### config.mk
export PLATFORM = sky130hd
export DESIGN_NAME = uart_rx_fsm
export DESIGN_NICKNAME = d
export VERILOG_FILES = /design/src/rtl/uart_rx_fsm.sv
export SDC_FILE = /design/constraint.sdc
export NUM_CORES = 1
export LEC_CHECK = 0
export CAP_MARGIN = 20
export CORE_ASPECT_RATIO = 0.5
export CORE_UTILIZATION = 55
export DETAILED_ROUTE_END_ITERATION = 16
export DONT_BUFFER_PORTS = 1
export MAX_ROUTING_LAYER = met4
export PLACE_DENSITY = 0.7
export SYNTH_ARGS = -nofsm -noshare
export SYNTH_HDL_FRONTEND = slang
export SYNTH_SLANG_ARGS = --single-unit
export TNS_END_PERCENT = 5
### constraint.sdc
create_clock -name clk -period 5.4 [get_ports clk]
set_input_delay 0.81 -clock clk [delete_from_list [all_inputs] [get_ports clk]]
set_output_delay 0.81 -clock clk [all_outputs]
set_load 0.005 [all_outputs]
### src/rtl/uart_rx_fsm.sv
// ---------------------------------------------------------------------------
// uart_rx_fsm
// UART receiver: oversamples rx_in, detects a start bit, shifts in DATA_WIDTH
// data bits LSB-first, checks optional parity and the stop bit, then reports
// the frame on registered outputs on the cycle after the last stop-bit edge.
//
// Ports
//   clk              receiver clock (prescale x baud)
//   reset            asynchronous, active-high reset
//   rx_in            serial line, idle high, already synchronised to clk
//   prescale_in      oversampling ratio (8, 16 or 32), latched at start detect
//   par_en_in        1 = frame carries a parity bit, latched at start detect
//   par_typ_in       0 = even, 1 = odd parity, latched at start detect
//   data_out         last correctly received word
//   data_valid_out   one-cycle pulse when data_out is updated
//   parity_error_out one-cycle pulse at end of a frame with parity mismatch
//   stop_error_out   one-cycle pulse at end of a frame whose stop bit was 0
//   busy_out         high while the FSM is not IDLE
// ---------------------------------------------------------------------------
module uart_rx_fsm #(
  parameter int DATA_WIDTH = 8
) (
  input  logic                  clk,
  input  logic                  reset,
  input  logic                  rx_in,
  input  logic [5:0]            prescale_in,
  input  logic                  par_en_in,
  input  logic                  par_typ_in,
  output logic [DATA_WIDTH-1:0] data_out,
  output logic                  data_valid_out,
  output logic                  parity_error_out,
  output logic                  stop_error_out,
  output logic                  busy_out
);

  localparam int BW = (DATA_WIDTH > 1) ? $clog2(DATA_WIDTH) : 1;
  localparam logic [BW-1:0] LAST_BIT = BW'(DATA_WIDTH - 1);

  typedef enum logic [2:0] {
    S_IDLE,
    S_START,
    S_DATA,
    S_PARITY,
    S_STOP
  } state_t;

  state_t                r_state;
  state_t                w_state_nxt;
  logic [5:0]            r_edge_cnt;
  logic [5:0]            r_pre;
  logic [BW-1:0]         r_bit_cnt;
  logic                  r_par_en;
  logic                  r_par_typ;
  logic [2:0]            r_samp;
  logic [DATA_WIDTH-1:0] r_shift;
  logic                  r_perr;

  logic       w_start_det;
  logic       w_bit_end;
  logic [5:0] w_half;
  logic       w_maj;
  logic       w_frame_done;
  logic       w_good;
  logic       w_busy_nxt;

  assign w_start_det = (r_state == S_IDLE) && !rx_in;
  // The 6-bit counter wraps through every value, so the end-of-bit compare is
  // always reached even for an unsupported prescale and the FSM cannot stick.
  assign w_bit_end   = (r_edge_cnt == (r_pre - 6'd1));
  assign w_half      = {1'b0, r_pre[5:1]};
  assign w_maj       = (r_samp[0] & r_samp[1]) | (r_samp[0] & r_samp[2]) |
                       (r_samp[1] & r_samp[2]);

  // State register
  always_ff @(posedge clk or posedge reset) begin
    if (reset) begin
      r_state <= S_IDLE;
    end else begin
      r_state <= w_state_nxt;
    end
  end

  // Next-state logic
  always_comb begin
    w_state_nxt = r_state;
    case (r_state)
      S_IDLE:   if (!rx_in) w_state_nxt = S_START;
      S_START:  if (w_bit_end) w_state_nxt = w_maj ? S_IDLE : S_DATA;
      S_DATA:   if (w_bit_end && (r_bit_cnt == LAST_BIT))
                  w_state_nxt = r_par_en ? S_PARITY : S_STOP;
      S_PARITY: if (w_bit_end) w_state_nxt = S_STOP;
      S_STOP:   if (w_bit_end) w_state_nxt = S_IDLE;
      default:  w_state_nxt = S_IDLE;
    endcase
  end

  // Output decode
  always_comb begin
    w_frame_done = (r_state == S_STOP) && w_bit_end;
    w_good       = w_frame_done && !r_perr && w_maj;
    w_busy_nxt   = (w_state_nxt != S_IDLE);
  end

  // Bit timing, sampling and deserialisation
  always_ff @(posedge clk or posedge reset) begin
    if (reset) begin
      r_edge_cnt <= '0;
      r_pre      <= '0;
      r_bit_cnt  <= '0;
      r_par_en   <= 1'b0;
      r_par_typ  <= 1'b0;
      r_samp     <= '0;
      r_shift    <= '0;
      r_perr     <= 1'b0;
    end else if (w_start_det) begin
      // The detect cycle counts as edge 0 of the start bit.
      r_edge_cnt <= 6'd1;
      r_pre      <= prescale_in;
      r_par_en   <= par_en_in;
      r_par_typ  <= par_typ_in;
      r_bit_cnt  <= '0;
      r_samp     <= '0;
      r_perr     <= 1'b0;
    end else if (r_state != S_IDLE) begin
      r_edge_cnt <= w_bit_end ? 6'd0 : (r_edge_cnt + 6'd1);
      if (r_edge_cnt == (w_half - 6'd1)) r_samp[0] <= rx_in;
      if (r_edge_cnt == w_half)          r_samp[1] <= rx_in;
      if (r_edge_cnt == (w_half + 6'd1)) r_samp[2] <= rx_in;
      if (w_bit_end) begin
        if (r_state == S_DATA) begin
          r_shift   <= {w_maj, r_shift[DATA_WIDTH-1:1]};
          r_bit_cnt <= r_bit_cnt + BW'(1);
        end
        if ((r_state == S_PARITY) && (w_maj != ((^r_shift) ^ r_par_typ))) begin
          r_perr <= 1'b1;
        end
      end
    end else begin
      r_edge_cnt <= '0;
    end
  end

  // Registered frame outputs
  always_ff @(posedge clk or posedge reset) begin
    if (reset) begin
      data_out         <= '0;
      data_valid_out   <= 1'b0;
      parity_error_out <= 1'b0;
      stop_error_out   <= 1'b0;
      busy_out         <= 1'b0;
    end else begin
      data_valid_out   <= w_good;
      parity_error_out <= w_frame_done && r_perr;
      stop_error_out   <= w_frame_done && !w_maj;
      busy_out         <= w_busy_nxt;
      if (w_good) data_out <= r_shift;
    end
  end

endmodule

* After elaboration in Yosys (flattened, before gate mapping)
Index checks and enable logic that the tools add are counted.
Storage, ports and cells: input port bits 11, output and inout port bits 12, bits in latches 0, register bits after elaboration 44, word-level logic and storage cells 90, memory bits (read-only) 0, memories 0, RAM bits 0
Operators by class: $mul 0, add/subtract/negate cells 5, magnitude comparators 0, bitwise operators 7, shift operators 0, divide/modulo/power cells 0, reduce and logical (&&, ||, !) cells 28, eq/ne operators 10, multiplexer cells 24
Operators with widths (count):
- 3-bit 2-to-1 mux | 12
- 6-bit equality test | 3
- 6-bit 2-to-1 mux | 3
- 3-bit case mux with 5 select lines | 1
- 2-bit nonzero test | 7
- 1-bit logical AND | 8
- 8-bit XOR reduction | 1
- 1-bit 2-to-1 mux | 7
- 5-bit by 1-bit adder with 6-bit output, second input constant | 1
- 6-bit by 1-bit adder with 6-bit output, second input constant | 1
- 3-bit by 2-bit equality test with 1-bit output, second input constant | 2
- 3-bit equality test, second input constant | 2
- 6-bit by 5-bit equality test with 1-bit output | 1
- 2-bit AND reduction | 3
- 3-bit AND reduction | 2
- 3-bit nonzero test | 2
- 5-bit by 1-bit subtractor with 6-bit output, second input constant | 1
- 6-bit by 1-bit subtractor with 6-bit output, second input constant | 1
- 4-bit AND reduction | 1
- 3-bit by 1-bit adder with 3-bit output, second input constant | 1
- 1-bit bitwise AND | 3
- 3-bit by 1-bit equality test with 1-bit output, second input constant | 1
- 1-bit logical NOT | 3
- 3-bit logical NOT | 1
- other kinds (5) | 6

* Longest topological paths before layout
Gate-level depths: netlist of run 1.
depth in word-level cells 9, depth in mapped cells 9, mapped depth without buffers 7

* Least setup slack after synthesis of run 1
No wires, ideal clock.
path type reg2reg, start point reg r_pre[1], end point reg data_out[0], slack 3.122 ns, library setup time 0.125 ns, data arrival time 2.152 ns, data required time 5.275 ns, stages on the path, launching flop included 10, clock period less this slack 2.278 ns, path buffers 2, cell sequence dfrtp_1 > clkbuf_1 > inv_1 > ha_1 > a21boi_2 > xnor2_1 > o2111a_2 > and3_1 > buf_6 > mux2_4
On the way: cells in the longest elaborated chain, start to end 5
RTL lines:
- start: declaration | line 50 | logic [5:0] r_pre;
- start signal: assignment | line 118 | r_pre <= prescale_in;
- 6-bit by 1-bit subtractor with 6-bit output | line 69 | assign w_bit_end = (r_edge_cnt == (r_pre - 6'd1));
- 6-bit equality test | line 69
- 1-bit logical AND | line 99 | w_frame_done = (r_state == S_STOP) && w_bit_end;
- 1-bit logical AND (2 in series) | line 100 | w_good = w_frame_done && !r_perr && w_maj;
- named net w_good | line 63 | logic w_good;
- end signal: assignment | line 156 | if (w_good) data_out <= r_shift;
- end: declaration | line 29 | output logic [DATA_WIDTH-1:0] data_out,
The timed path passes the listed nets, and every way through them passes these cells. A chain may end at the register's enable or synchronous reset.

* Final worst setup path of run 1
start point reg r_pre[2], end point reg r_shift[2]
On the way: cells in the longest elaborated chain, start to end 3
RTL lines:
- 6-bit by 1-bit subtractor with 6-bit output | line 69
- 6-bit equality test | line 69
- 4-bit AND reduction (no line)
- end signal: assignment | line 131 | r_shift <= {w_maj, r_shift[DATA_WIDTH-1:1]};
- end: declaration | line 55 | logic [DATA_WIDTH-1:0] r_shift;
Every way passes these cells.

==> results of run 1 <==
-- sequential cells by signal, summed over array words and instances (netlist names) --
name	cells
r_samp	3
r_state	3
data_valid_out	1
r_par_typ	1
r_perr	1
r_edge_cnt	6
stop_error_out	1
r_pre	6
busy_out	1
r_shift	8
parity_error_out	1
r_bit_cnt	3
data_out	8
r_par_en	1
-- layer usage --
layer  wire length, µm  share of wire  track usage  vias to the layer above
li1                  -              -            -                      816
met4                93          0.019      0.09204                        0
met3               255          0.053      0.05571                       11
met5                 0              0            -                        -
met2              2187           0.45       0.3674                       49
met1              2289           0.47       0.2830                      861
-- cell usage in the layout (no fill, tap or decap), types with 2 or more instances in the layout --
cell type,count
mux2_4,15
dfrtp_1,44
a21oi_1,5
a31oi_1,2
mux2_2,2
nor3b_1,3
and3_1,3
o21ai_0,5
inv_1,11
nor2_1,6
nor4_1,3
nor3_1,11
nand4_1,4
xor2_1,13
xnor2_1,17
nor2b_1,3
nand3b_1,2
clkbuf_8,5
o211ai_1,3
nand2_1,25
nand3_1,6
mux2i_1,7
ha_1,7
-- through the flow --
step                instances  hold WS, ns    util
floorplan                 237       0.4516       -
global placement          284       0.4760  0.5778
detailed placement        284       0.4827  0.5778
CTS                       291       0.4941  0.5962
global route              291       0.5086  0.5962
finish                    291       0.4911  0.5962
-- logic make-up (layout without fill, tap and decap cells) --
family                     count (synthesis)  after routing
AOI/OAI and AO/OA                         31             31
xor gates and xnor gates                  31             31
adders and majority gates                  8              8
buffers and inverters                     24             21
DFF                                       44             44
muxes                                     24             24
and+or+nand+nor                           75             75
-- power breakdown --
group	switching (mW)	internal (mW)
Clock	0.111	0.0877
Combinational	0.349	0.275
Sequential	0.132	0.405
-- critical path: stages (launching register included) --
cell	delay, ns
dfrtp_1	0.58
inv_1	0.15
ha_1	0.26
a21boi_2	0.19
xnor2_1	0.20
o2111a_2	0.27
nand4_2	0.43
mux2_4	0.46
-- worst min path at each step --
stage,startpoint,to
6_report,r_bit_cnt[0],r_bit_cnt[0]
2_1_floorplan,r_bit_cnt[0],r_bit_cnt[0]
3_3_place_gp,r_bit_cnt[0],r_bit_cnt[0]
5_1_grt,r_bit_cnt[0],r_bit_cnt[0]
3_5_place_dp,r_bit_cnt[0],r_bit_cnt[0]
4_1_cts,r_bit_cnt[0],r_bit_cnt[0]
-- layout make-up --
cell class	count	area share
Inverter	13	0.01850
Clock inverter	2	0.004744
Multi-Input combinational cell	169	0.5033
Sequential cell	44	0.4175
Timing Repair Buffer	1	0.002846
Tap cell	57	0.02704
Clock buffer	5	0.02609
==> reports/results.tsv, run 1 <==
stage	metric	value	unit
outcome	outcome	finished clean	
routing	drt pass-1 iters	6	
global_routing	total track usage	0.2284	
sta	Fin. Hold Viols	0	
critical_path	CP Data Arrival Time	2.84	ns
clock_tree	H-tree levels	2	
sta	post-layout min period	2.650	ns
synth	post-synthesis adder-cell area fraction	0.03810	
synth	complex-gate fraction of the synthesized area	0.08793	
synth	EDFF count, synth	0	
sta	worst slew pin tran	1.040	ns
finish	multi-input logic area	1328	µm²
critical_path	crit path to	r_shift[2]	
finish	Final nets	252	
critical_path	CP Data Required Time	5.59	ns
placement	Placer Congestion	0.9705	
synth	asr flop ratio synth	1.000	
finish	antenna cell count	0	
synth	largest family of logic cells by synthesized area	simple AND/OR/NAND/NOR gates	
power	pwr/cell area	515.5	nW/µm²
sta	Max-slew headroom	0.3041	
routing	via count	1737	
sta	period utilization	0.4907	
power	Pleak	1.238	nW
critical_path	WS Path Type	flip-flop to flip-flop	
worst_hold_path	Hold WC Path Type	flip-flop to flip-flop	
synth	sequential area share after synthesis	0.4299	
routing	Via-to-Cell Ratio	5.969	
critical_path	R2R Path End	r_shift[2]	
sta	Final Setup Violations	0	
worst_hold_path	WHS Path Cells	1	
synth	cell taking the most area after synthesis	dfrtp_1	
die	core area	4424	µm²
finish	final instance area	2638	µm²
clock_tree	clk root buf	clkbuf_8	
routing	final antenna-violating net count	0	
die	die width	98.51	µm
die	row count	17	
placement	Detail Placement HPWL	3397	µm
critical_path	R2R setup slack	2.75	ns
clock_tree	Hold-fix buffers, CTS	0	
global_routing	largest net degree at the start of global routing	45	
sta	RSZ-0062 raised after global routing	no	
clock_tree	Clock Sinks	44	
critical_path	Critical path origin	r_pre[2]	
synth	total of warnings raised by yosys	0	
routing	final wirelength	4827	µm
synth	Synth Area in Simple Gates	0.1593	
synth	syn_nets	255	
die	# IOs	23	
die	die outline area	4950	µm²
synth	Commonest cells post-synth	dfrtp_1 (44), nand2_1 (25), xnor2_1 (17), mux2_4 (15), xor2_1 (13)	
power	Final Power	1.360	mW
synth	xor and xnor area share after synthesis	0.1089	
placement	DP Worst Slack	2.768	ns
synth	post-synth top area share	0.4299	
finish	register area	1101	µm²
finish	share of cells above drive strength 1	0.1581	
finish	Fillers	383	
power	maximum vdd ir drop	177.0	µV
routing	# DRC	0	
critical_path	worst r2r src	r_pre[2]	
die	die height	50.26	µm
global_routing	vias in the first global route	1775	
critical_path	crit path max fanout	12	
clock_tree	CTS resizes	0	
synth	Cells after Synth	237	
clock_tree	CTS tree	built	
clock_tree	Post-CTS Setup Inserts	0	
global_routing	first-pass GRT wire length	8383	µm
synth	post-synthesis mux area share	0.1241	
clock_tree	Max Root-Sink Buffers	2	
die	Initial Util	0.5789	
sta	fmax	0.3774	GHz
synth	ys flop type	dfrtp_1	
clock_tree	total CTS buffers	5	
clock_tree	Worst-Skew Late Latency	0.30	ns
critical_path	worst-case reg-to-reg path depth	7	
placement	I/O Buffers	0	
synth	Post-Syn Area	2561	µm²
synth	Netlist cell types	55	
sta	setup TNS	0	ns
finish	Layout area overhead	2.980	%
synth	top cells by area, synth	dfrtp_1 (43%), mux2_4 (8.8%), xnor2_1 (5.8%)	
sta	Worst Clk Skew	0.005490	ns
clock_tree	clk slew on worst S/H paths	0.08	ns
routing	routed len/inst	16.59	µm
global_routing	global route overflow	0	
synth	top-count cell post-synth	dfrtp_1	
routing	Initial DRC Count	85	
placement	Placed Area	2556	µm²
synth	#FFs+latches synth	44	
global_routing	initial antenna violation count	0	
synth	syn_area_per_cell	10.81	µm²
sta	max-slew violations	0	
critical_path	startpoint types	flip-flop	
critical_path	Worst Setup End Kind	flip-flop	
sta	Worst Slack Setup Final	2.750	ns
job	Max Cap Viol	0	
(Power assumes the default switching activity.)
==> inputs of run 2 (changes only) <==
clock period = 2.5 ns   (was 5.4 ns; I/O delays follow)
==> reports/results.tsv, run 2 (synthesized netlist as in run 1, its figures left out) <==
stage	metric	value	unit
sta	Fin Hold WS	0.1782	ns
clock_tree	clk slew on worst S/H paths	0.08	ns
clock_tree	total CTS buffers	5	
power	maximum vdd ir drop	442.0	µV
critical_path	R2R setup slack	0.20	ns
clock_tree	Worst-Skew Late Latency	0.30	ns
global_routing	total track usage	0.2351	
clock_tree	CTS tree	built	
critical_path	CP Data Arrival Time	2.49	ns
global_routing	initial antenna violation count	0	
sta	RSZ-0062 raised after global routing	no	
critical_path	Worst Setup End Kind	flip-flop	
sta	Final Setup Violations	0	
global_routing	largest net degree at the start of global routing	28	
critical_path	Buf/Inv on CP	2	
clock_tree	H-tree levels	2	
sta	Max-slew headroom	0.5520	
critical_path	CP max stage delay	0.38	ns
power	Pleak	1.276	nW
worst_hold_path	Hold WC Path Type	primary input to flip-flop	
finish	Final nets	260	
routing	# DRC	0	
die	# IOs	23	
power	sequential power share	0.367	
critical_path	crit path max fanout	9	
finish	Layout area overhead	5.765	%
routing	Initial DRC Count	62	
critical_path	startpoint types	flip-flop	
clock_tree	Post-CTS Setup Inserts	0	
finish	antenna cell count	0	
sta	worst slew pin tran	0.6679	ns
worst_hold_path	hold_sp	par_typ_in	
finish	register area	1101	µm²
placement	DP Worst Slack	0.1535	ns
routing	final wirelength	4967	µm
job	Max Cap Viol	0	
finish	commonest non-fill, non-tap cell in the layout	dfrtp_1	
critical_path	worst r2r src	r_pre[1]	
routing	routed len/inst	16.61	µm
global_routing	vias in the first global route	1799	
global_routing	M2 GR Usage	0.3862	
power	Sw Share	0.4295	
finish	multi-input logic area	1336	µm²
sta	Worst Slack Setup Final	0.2003	ns
sta	setup TNS	0	ns
sta	max-slew violations	0	
die	die outline area	4950	µm²
critical_path	R2R Path End	data_out[1]	
die	die width	98.51	µm
finish	leading registers by flop count	data_out (8), r_shift (8)	
finish	share of cells above drive strength 1	0.1818	
global_routing	first-pass GRT wire length	8514	µm
critical_path	Slowest cell on crit path	dfrtp_1	
die	row count	17	
critical_path	WS Path Type	flip-flop to flip-flop	
clock_tree	clk root buf	clkbuf_8	
finish	Fillers	394	
placement	Placer Congestion	0.8852	
outcome	outcome	finished clean	
routing	final antenna-violating net count	0	
die	die height	50.26	µm
sta	Fin. Hold Viols	0	
critical_path	crit-path cells	inv_1 > ha_1 > a21boi_2 > and3_4 > o2111a_2 > and3_1 > buf_4 > mux2_4	
sta	period utilization	0.9199	
critical_path	top cell family by delay on the critical path	compound AO/OA/AOI/OAI gates	
worst_hold_path	WHS Path Cells	2	
critical_path	CP Data Required Time	2.69	ns
sta	fmax	0.4348	GHz
sta	Worst Clk Skew	0.005355	ns
power	clock power share	0.143	
routing	drt pass-1 iters	6	
critical_path	Critical path origin	r_pre[1]	
die	Initial Util	0.5789	
clock_tree	Max Root-Sink Buffers	2	
finish	Final Util	0.6123	
power	pwr/cell area	1103	nW/µm²
placement	I/O Buffers	0	
routing	Via-to-Cell Ratio	5.809	
global_routing	grt met3 use	0.05571	
die	core area	4424	µm²
critical_path	worst-case reg-to-reg path depth	8	
power	Combinational Power Share	0.490	
worst_hold_path	end of the worst hold path	r_par_typ	
sta	post-layout min period	2.300	ns
placement	Detail Placement HPWL	3572	µm
clock_tree	Clock Sinks	44	
power	Pint	1.704	mW
routing	via count	1737	
global_routing	global route overflow	0	
power	sw power	1.283	mW
global_routing	GRT busiest layer	met2	
global_routing	grt met1 use	0.2936	
finish	most frequent cells in the layout	dfrtp_1 (44), nand2_1 (25), xnor2_1 (17)	
## run 2: cell count changes in the layout (fill, tap and decap cells not counted), sizes merged
cell         before  now
dlygate4sd3       0    1
buf               1    8
## run 2: cell type report
cell class	count	area share
sequential	44	0.4065
timing repair buffer	9	0.02587
inverter	13	0.01801
clock buffer	5	0.02540
multi-input combinational	169	0.4933
tap	57	0.02633
clock inverter	2	0.004619
## run 2: worst max-delay path by stage
stage,cells past startpoint,slack (ns),to
2_1_floorplan,9,0.22,data_out[0]
3_3_place_gp,7,0.25,r_shift[5]
3_5_place_dp,7,0.15,r_shift[6]
4_1_cts,8,0.13,r_bit_cnt[0]
5_1_grt,8,0.08,data_out[4]
6_report,8,0.20,data_out[1]
## run 2: metrics by stage
step / cell area (µm²) / power, mW / std cells
global route: 2709 / 3.227 / 299
floorplan: 2561 / 2.252 / 237
CTS: 2700 / 2.982 / 299
finish: 2709 / 2.987 / 299
detailed placement: 2609 / 2.540 / 291
global placement: 2609 / 2.490 / 291
## run 2: what timing repair did
item	4_1_cts	5_1_grt
endpoints found under the hold margin	17	0
gates resized for setup	0	1
hold buffers	1	0
setup endpoints to repair	0	11
## run 2: worst register-to-register path: stages, from the launching register on
cell and delay [ns]:
dfrtp_1 0.38, inv_1 0.15, ha_1 0.25, a21boi_2 0.25, and3_4 0.22, o2111a_2 0.25
and3_1 0.17, buf_4 0.20, mux2_4 0.32
## run 2: per-layer routing
metal  wire [µm]  vias up
li1            -      833
met1        2399      871
met2        2359       27
met3         174        6
met4          34        0
met5           0        -
## run 2: power by group through the flow
stage	Sequential [mW]	Combinational [mW]	Clock [mW]
floorplan	1.00	1.25	0
CTS	1.10	1.44	0.442
detailed placement	1.11	1.43	0
global route	1.13	1.64	0.463
finish	1.10	1.46	0.427
global placement	1.11	1.38	0
==> inputs of run 3 (changes only) <==
CORE_MARGIN = 2   (was unset)
CORE_UTILIZATION = 50   (was 55)
PLACE_DENSITY = 0.64   (was 0.7)
==> reports/results.tsv, run 3 (synthesized netlist as in run 1, its figures left out) <==
stage	metric	value	unit
die	row count	18	
critical_path	CP Data Arrival Time	2.57	ns
die	die height	54.61	µm
routing	drt pass-1 iters	4	
clock_tree	H-tree levels	2	
power	sw power	1.283	mW
global_routing	M2 GR Usage	0.3097	
sta	post-layout min period	2.343	ns
clock_tree	Hold-fix buffers, CTS	1	
sta	fmax	0.4267	GHz
worst_hold_path	Hold WC Path Type	primary input to flip-flop	
critical_path	WS Path Type	flip-flop to flip-flop	
global_routing	global route overflow	0	
global_routing	total track usage	0.1996	
clock_tree	Max Root-Sink Buffers	2	
power	Combinational Power Share	0.475	
clock_tree	total CTS buffers	5	
clock_tree	clk slew on worst S/H paths	0.09	ns
global_routing	grt met3 use	0.04286	
finish	Final Util	0.5540	
power	sequential power share	0.365	
power	pwr/cell area	1105	nW/µm²
clock_tree	Clock Sinks	44	
power	clock power share	0.161	
global_routing	first-pass GRT wire length	8252	µm
power	Pint	1.737	mW
job	Max Cap Viol	0	
die	Initial Util	0.5193	
critical_path	CP Data Required Time	2.73	ns
die	die outline area	5746	µm²
sta	worst slew pin tran	0.7342	ns
routing	final antenna-violating net count	0	
sta	RSZ-0062 raised after global routing	no	
finish	Layout area overhead	6.693	%
global_routing	GRT busiest layer	met2	
routing	routed len/inst	16.08	µm
global_routing	initial antenna violation count	0	
sta	Worst Clk Skew	0.01081	ns
sta	Max-slew headroom	0.5075	
die	die width	105.2	µm
sta	max-slew violations	0	
critical_path	startpoint types	flip-flop	
finish	most frequent cells in the layout	dfrtp_1 (44), nand2_1 (25), xnor2_1 (17)	
clock_tree	CTS resizes	0	
clock_tree	Worst-Skew Late Latency	0.31	ns
critical_path	crit path max fanout	9	
critical_path	Worst Setup End Kind	flip-flop	
finish	share of cells above drive strength 1	0.1852	
global_routing	vias in the first global route	1678	
power	Sw Share	0.4249	
clock_tree	Post-CTS Setup Inserts	0	
sta	period utilization	0.9374	
placement	Detail Placement HPWL	3542	µm
placement	Placer Congestion	0.8838	
finish	leading registers by flop count	data_out (8), r_shift (8)	
routing	# DRC	0	
routing	Via-to-Cell Ratio	5.649	
finish	antenna cell count	0	
global_routing	largest net degree at the start of global routing	26	
finish	commonest non-fill, non-tap cell in the layout	dfrtp_1	
placement	I/O Buffers	0	
sta	setup TNS	0	ns
power	maximum vdd ir drop	370.2	µV
routing	Initial DRC Count	63	
sta	Fin. Hold Viols	0	
finish	Final nets	260	
clock_tree	clk root buf	clkbuf_8	
clock_tree	CTS tree	built	
outcome	outcome	finished clean	
die	# IOs	23	
sta	Final Setup Violations	0	
routing	final wirelength	5034	µm
power	Pleak	1.281	nW
global_routing	grt met1 use	0.2591	
die	core area	4932	µm²
routing	via count	1768	
==> run 3: cell types whose count changed in the layout (fill, tap and decap cells not counted), sizes merged <==
cell / previous run / this run
clkbuf: 5 / 6
clkinvlp: 1 / 2
clkinv: 2 / 1
==> run 3: final cells by class <==
class                           instances  area (µm²)
Multi-Input combinational cell        169        1328
Inverter                               13       48.80
Sequential cell                        44        1101
Clock inverter                          2       15.01
Tap cell                               70       87.58
Clock buffer                            6       82.58
Timing Repair Buffer                    9       70.07
Fill cell                             430        2200
==> run 3: routing by layer <==
layer	part of all wire	vias to the layer above
met4	0.016	0
li1	-	837
met5	0	-
met3	0.044	8
met2	0.46	38
met1	0.48	885
==> run 3: power by group through the flow <==
stage	registers, mW	logic (mW)	clock network, mW
final	1.10	1.43	0.485
after detailed placement	1.11	1.43	0
after CTS	1.10	1.43	0.497
after global placement	1.11	1.39	0
after floorplan	1.00	1.25	0
after global routing	1.13	1.61	0.521
==> run 3: through the flow <==
stage / cell area [µm²] / std cells / total power [mW] / hold slack, ns / setup slack (ns)
after global routing: 2733 / 313 / 3.260 / 0.1716 / 0.001518
after floorplan: 2561 / 237 / 2.252 / 0.4516 / 0.2225
final: 2733 / 313 / 3.020 / 0.1660 / 0.1565
after global placement: 2625 / 304 / 2.503 / 0.3150 / 0.2400
after detailed placement: 2625 / 304 / 2.540 / 0.3224 / 0.1779
after CTS: 2733 / 313 / 3.030 / 0.1592 / 0.1561
==> run 3: critical path, cell delays in order, from the launching register on <==
cell and delay, ns:
dfrtp_1 0.39, inv_1 0.13, ha_1 0.24, a21boi_2 0.24, and3_4 0.21, o2111a_2 0.23
nand4_2 0.36, buf_4 0.30, mux2i_1 0.16
==> run 3: path summary, 6_finish.rpt <==
kind / from / end / slack (ns) / depth (start not counted)
max: r_pre[1] / r_bit_cnt[0] / 0.16 / 8
min: prescale_in[5] / r_pre[5] / 0.17 / 2
max reg2reg: r_pre[1] / r_bit_cnt[0] / 0.16 / 8
min reg2reg: r_bit_cnt[0] / r_bit_cnt[0] / 0.51 / 1
max in group asynchronous: reset / r_edge_cnt[3] / 1.21 / 3
min in group asynchronous: reset / r_shift[0] / 0.54 / 2
